### config.mk
export PLATFORM = sky130hd
export DESIGN_NAME = fifo_rd_ctrl
export DESIGN_NICKNAME = d
export VERILOG_FILES = /design/src/rtl/fifo_pkg.sv /design/src/rtl/fifo_gray2bin.sv /design/src/rtl/fifo_rd_ctrl.sv
export SDC_FILE = /design/constraint.sdc
export NUM_CORES = 1
export LEC_CHECK = 0
export BUFFER_PORTS_ARGS = -buffer_cell sky130_fd_sc_hd__buf_2
export CAP_MARGIN = 20
export CORE_ASPECT_RATIO = 0.8
export CORE_MARGIN = 10
export CORE_UTILIZATION = 35
export CTS_CLUSTER_DIAMETER = 100
export DETAILED_ROUTE_END_ITERATION = 8
export PLACE_DENSITY = 0.68
export REMOVE_ABC_BUFFERS = 1
export SYNTH_ARGS = -nofsm -noshare
export SYNTH_HDL_FRONTEND = slang
export SYNTH_SLANG_ARGS = --single-unit
### constraint.sdc
create_clock -name rclk -period 3.45 [get_ports rclk]
set_input_delay 0.1725 -clock rclk [delete_from_list [all_inputs] [get_ports rclk]]
set_output_delay 0.1725 -clock rclk [all_outputs]
set_load 0.02 [all_outputs]
### src/rtl/fifo_pkg.sv
// Shared async-FIFO definitions: default geometry and Gray/binary helpers
// used by both the read and write controllers.
package fifo_pkg;

    localparam int FIFO_ADDR_WIDTH = 4;
    localparam int FIFO_DATA_WIDTH = 32;
    localparam int FIFO_MAX_PTR_W  = 32;

    typedef logic [FIFO_MAX_PTR_W-1:0] fifo_ptr_t;

    // Helpers take zero-extended pointers; bits at and above width are cleared.
    function automatic fifo_ptr_t ptr_mask(input int width);
        fifo_ptr_t mask;
        if (width >= FIFO_MAX_PTR_W) begin
            mask = '1;
        end else begin
            mask = (fifo_ptr_t'(1) << width) - fifo_ptr_t'(1);
        end
        return mask;
    endfunction

    function automatic fifo_ptr_t bin2gray(input fifo_ptr_t bin, input int width);
        fifo_ptr_t b;
        b = bin & ptr_mask(width);
        return b ^ (b >> 1);
    endfunction

    function automatic fifo_ptr_t gray2bin(input fifo_ptr_t gray, input int width);
        fifo_ptr_t g;
        fifo_ptr_t b;
        g = gray & ptr_mask(width);
        b = '0;
        b[FIFO_MAX_PTR_W-1] = g[FIFO_MAX_PTR_W-1];
        for (int i = FIFO_MAX_PTR_W - 2; i >= 0; i--) begin
            b[i] = b[i+1] ^ g[i];
        end
        return b;
    endfunction

endpackage

### src/rtl/fifo_gray2bin.sv
// Combinational Gray-to-binary converter (XOR prefix from the MSB down).
// Shared by the read-side level logic and the write side.
module fifo_gray2bin
    import fifo_pkg::*;
#(
    parameter int WIDTH = FIFO_ADDR_WIDTH + 1
) (
    input  logic [WIDTH-1:0] i_gray,
    output logic [WIDTH-1:0] o_bin
);

    for (genvar gi = 0; gi < WIDTH; gi++) begin : g_bit
        assign o_bin[gi] = ^i_gray[WIDTH-1:gi];
    end

endmodule

### src/rtl/fifo_rd_ctrl.sv
// Async FIFO read-side controller (rclk domain) with FWFT output register.
// Define FIFO_RD_LEVEL_EN to build the rlevel/raempty occupancy logic.
module fifo_rd_ctrl
    import fifo_pkg::*;
#(
    parameter int ADDR_WIDTH    = FIFO_ADDR_WIDTH,
    parameter int DATA_WIDTH    = FIFO_DATA_WIDTH,
    parameter int AEMPTY_THRESH = 2
) (
    input  logic                  rclk,
    input  logic                  rrst_n,
    input  logic [ADDR_WIDTH:0]   rq2_wptr,
    output logic [ADDR_WIDTH:0]   rptr,
    output logic [ADDR_WIDTH-1:0] raddr,
    input  logic [DATA_WIDTH-1:0] rdata_mem,
    output logic [DATA_WIDTH-1:0] m_data,
    output logic                  m_valid,
    input  logic                  m_ready,
    output logic                  rempty,
    output logic                  raempty,
    output logic [ADDR_WIDTH:0]   rlevel
);

    localparam int PTR_W = ADDR_WIDTH + 1;

    logic [PTR_W-1:0]      r_bin;
    logic [PTR_W-1:0]      r_gray;
    logic                  r_empty;
    logic                  r_valid;
    logic [DATA_WIDTH-1:0] r_data;

    logic                  w_rinc;
    logic [PTR_W-1:0]      w_binnext;
    logic [PTR_W-1:0]      w_graynext;

    // Pop whenever memory has a word and the output slot is free or draining.
    assign w_rinc     = !r_empty && (!r_valid || m_ready);
    assign w_binnext  = r_bin + PTR_W'(w_rinc);
    assign w_graynext = w_binnext ^ (w_binnext >> 1);

    always_ff @(posedge rclk or negedge rrst_n) begin
        if (!rrst_n) begin
            r_bin   <= '0;
            r_gray  <= '0;
            r_empty <= 1'b1;
            r_valid <= 1'b0;
            r_data  <= '0;
        end else begin
            r_bin   <= w_binnext;
            r_gray  <= w_graynext;
            // Gray compare: the synchronized pointer is only trusted in Gray form.
            r_empty <= (w_graynext == rq2_wptr);
            if (w_rinc) begin
                r_data  <= rdata_mem;
                r_valid <= 1'b1;
            end else if (r_valid && m_ready) begin
                r_valid <= 1'b0;
            end
        end
    end

    assign rptr    = r_gray;
    assign raddr   = r_bin[ADDR_WIDTH-1:0];
    assign rempty  = r_empty;
    assign m_valid = r_valid;
    assign m_data  = r_data;

`ifdef FIFO_RD_LEVEL_EN
    localparam logic [PTR_W-1:0] THRESH = PTR_W'(AEMPTY_THRESH);

    logic [PTR_W-1:0] w_wbin;
    logic [PTR_W-1:0] w_level;
    logic [PTR_W-1:0] r_level;
    logic             r_aempty;

    fifo_gray2bin #(
        .WIDTH (PTR_W)
    ) u_wptr_g2b (
        .i_gray (rq2_wptr),
        .o_bin  (w_wbin)
    );

    // Modular difference; the pointer MSB makes a full memory read as 2^ADDR_WIDTH.
    assign w_level = w_wbin - r_bin;

    always_ff @(posedge rclk or negedge rrst_n) begin
        if (!rrst_n) begin
            r_level  <= '0;
            r_aempty <= 1'b1;
        end else begin
            r_level  <= w_level;
            r_aempty <= (w_level <= THRESH);
        end
    end

    assign rlevel  = r_level;
    assign raempty = r_aempty;
`else
    assign rlevel  = '0;
    assign raempty = r_empty;
`endif

endmodule

==> run_results.csv <==
group,metric,value,unit
outcome,status,"finished clean",
critical_path,worstPathMaxFanout,4,
critical_path,critPathKind,"register to register",
die,coreArea,0.004679,mm²
finish,fillCellCount,432,
critical_path,worstSetupEndpointType,"register",
die,io_pins,89,
critical_path,required,3.66,ns
grt,antenna_found_initial,0,
sta,setup_ws,1.264,ns
finish,nets,241,
clock_network,cts_root_buffer,"clkbuf_8",
placement,place_area,0.002191,mm²
critical_path,r2r-start,"raempty",
power_and_ir_drop,combPwrFrac,45.3,%
detailed_routing,drt_iter0_markers,15,
sta,maxSlewHeadroom,39.21,%
grt,grt_max_degree,44,
detailed_routing,postRouteAntennaNets,0,
sta,maxSlewViolCount,0,
grt,overflow,0,
sta,tns,0,ns
synth,syn_inst,113,
clock_network,ctsLongestPathBuffers,2,
clock_network,post_cts_buffers,0,
synth,yosys.area.top_type,"dfrtp_1",
power_and_ir_drop,netSwitchingPower,0.7875,mW
finish,fin_cells,260,
grt,grt_pass1_wl,6672,µm
critical_path,r2r-end,"raempty",
finish,areaGrowthSynthToFinish,31.81,%
sta,fmax,457.5,MHz
placement,gp_routability_congestion,0.7471,
finish,n_antenna_cell,0,
detailed_routing,drt-total-wl,3938,µm
clock_network,post_cts_resized,0,
critical_path,worstPathArrival,2.39,ns
detailed_routing,wl_per_cell,15.15,µm
power_and_ir_drop,pwr_density_cell,877.2,mW/mm²
power_and_ir_drop,irDropWorstVdd,0.3643,mV
power_and_ir_drop,finalPower,1.997,mW
clock_network,clk_pin_slew,0.08,ns
clock_network,clk_latency,0.29,ns
sta,fin_crit_sh,63.35,%
grt,grt_pass1_vias,1269,
clock_network,cts_hold_buf,0,
clock_network,cts_buffers,5,
critical_path,ff2ff_setup_slack,1.26,ns
sta,skew,0.005010,ns
synth,synth_area_per_cell,15.28,µm²
min_path,holdCritPathClass,"input pin to asynchronous set/reset pin",
power_and_ir_drop,power.internal,1.209,mW
detailed_routing,drc,0,
finish,design_area,0.002276,mm²
synth,ys_seq_area_share,62.39,%
synth,ys_ff_latch,43,
finish,seqCellArea,0.001077,mm²
synth,syn_area,0.001727,mm²
grt,track_usage,9.877,%
synth,synth_top_area_share,60.87,%
die,start_util,36.90,%
sta,whs,0.01547,ns
critical_path,crit_path_start_kind,"register",
clock_network,cts_tree,"done",
sta,rsz0062_at_grt,"no",
sta,final.min_clock_period,2.186,ns
power_and_ir_drop,p_leak,1.126,nW
clock_network,cts_num_sinks,43,
placement,placed_cells_incl_taps,252,
synth,synth.distinct_cells,17,
critical_path,rr_worst_depth,7,
synth,synth.area.top_cells,"dfrtp_1 (61%), mux2_2 (21%), xor2_1 (3.6%), buf_4 (2.6%), xnor2_1 (2.0%)",
die,die_x,98.53,µm
placement,hpwl,3188,µm
die,dieArea,0.008160,mm²
clock_network,h-tree-depth,2,
sta,worst_pin_slew,0.9119,ns
finish,utilization,48.64,%
sta,hold_viol_final,0,
placement,io_buffers,83,
power_and_ir_drop,netSwitchingFraction,39.45,%
power_and_ir_drop,seq_power_share,39.6,%
die,rows,22,
finish,drive_gt1_share,63.00,%
finish,multi_input_area,600.6,µm²
detailed_routing,first_pass_iters,2,
detailed_routing,viasPerCell,4.415,
synth,ys_warn_count,0,
sta,finalSetupViolations,0,
die,die_h,82.82,µm
detailed_routing,num_vias,1148,
power_and_ir_drop,power.share.clock,15.2,%
placement,post-place-ws,1.269,ns
job,max-cap-violations,0,
registers in the layout, indices dropped and copies added (netlist names):
name     flops
r_bin        5
raempty      1
m_data      32
m_valid      1
rptr         4
cell usage in the layout, fill, tap and decap left out:
master	Yosys	routed
a21boi_1	1	1
a21oi_4	0	1
a221oi_2	1	1
buf_2	3	83
buf_4	6	1
clkbuf_1	0	1
clkbuf_8	0	5
clkinv_2	0	1
clkinvlp_4	0	1
conb_1	1	5
dfrtp_1	42	42
dfstp_2	1	1
ha_1	2	2
inv_1	4	4
mux2_2	32	32
nand3_1	4	4
o21ai_0	1	1
or3_1	2	2
xnor2_1	4	4
xor2_1	7	7
xor3_1	1	1
cell families after synthesis:
kind of cell | after synthesis | share of synthesized area, %
flops | 43 | 62.39
simple gates | 6 | 1.884
compound gates | 4 | 1.883
buf+inv | 13 | 4.347
mux | 32 | 20.87
fa+ha+maj | 2 | 1.449
other cells | 1 | 0.2172
xor+xnor | 12 | 6.956
synthesized netlist by cell type, drive strengths merged:
library cell and count:
xor2 7, dfstp 1, ha 2, o21ai 1, conb 1, a21oi 1, a221oi 1, nand3 4
a21boi 1, dfrtp 42, mux2 32, xnor2 4, xor3 1, or3 2, buf 9, inv 4
worst max-delay path, stage by stage, from the launching register on:
cell	delay [ns]
dfstp_2	0.57
a21oi_4	0.04
ha_1	0.21
ha_1	0.24
xor2_1	0.30
xor2_1	0.12
or3_1	0.37
a221oi_2	0.24
layout make-up:
class,instances,area share [%]
flip-flops and latches,43,47.33
multi-input cells,61,26.39
repair buffers,84,18.58
well taps,60,3.299
clock buffers,6,3.189
inverters,4,0.6597
clock inverters,2,0.5498
power by group through the flow:
stage / clock network [mW] / logic (mW) / registers [mW]
2_1_floorplan: 0 / 0.385 / 1.02
3_3_place_gp: 0 / 0.918 / 0.791
3_5_place_dp: 0 / 0.923 / 0.802
4_1_cts: 0.318 / 0.924 / 0.793
5_1_grt: 0.339 / 0.987 / 0.818
6_report: 0.303 / 0.904 / 0.790
worst max-delay path by stage:
stage | depth (start not counted) | to | start | slack (ns)
after detailed placement | 7 | raempty | raempty | 1.27
after global placement | 7 | raempty | raempty | 1.33
after CTS | 7 | raempty | raempty | 1.24
final | 7 | raempty | raempty | 1.26
after global routing | 7 | raempty | raempty | 1.09
after floorplan | 7 | raempty | m_valid | -0.31
routing by layer:
| layer | routed length (µm) | GRT usage (%) | vias up | part of all wire, % |
|---|---|---|---|---|
| met5 | 0 | 0 | - | 0 |
| met4 | 61 | 4.657 | 0 | 1.5 |
| met3 | 325 | 3.974 | 5 | 8.3 |
| met2 | 1882 | 15.57 | 47 | 48 |
| met1 | 1669 | 11.41 | 548 | 42 |
| li1 | - | - | 548 | - |
(Power assumes the default switching activity.)
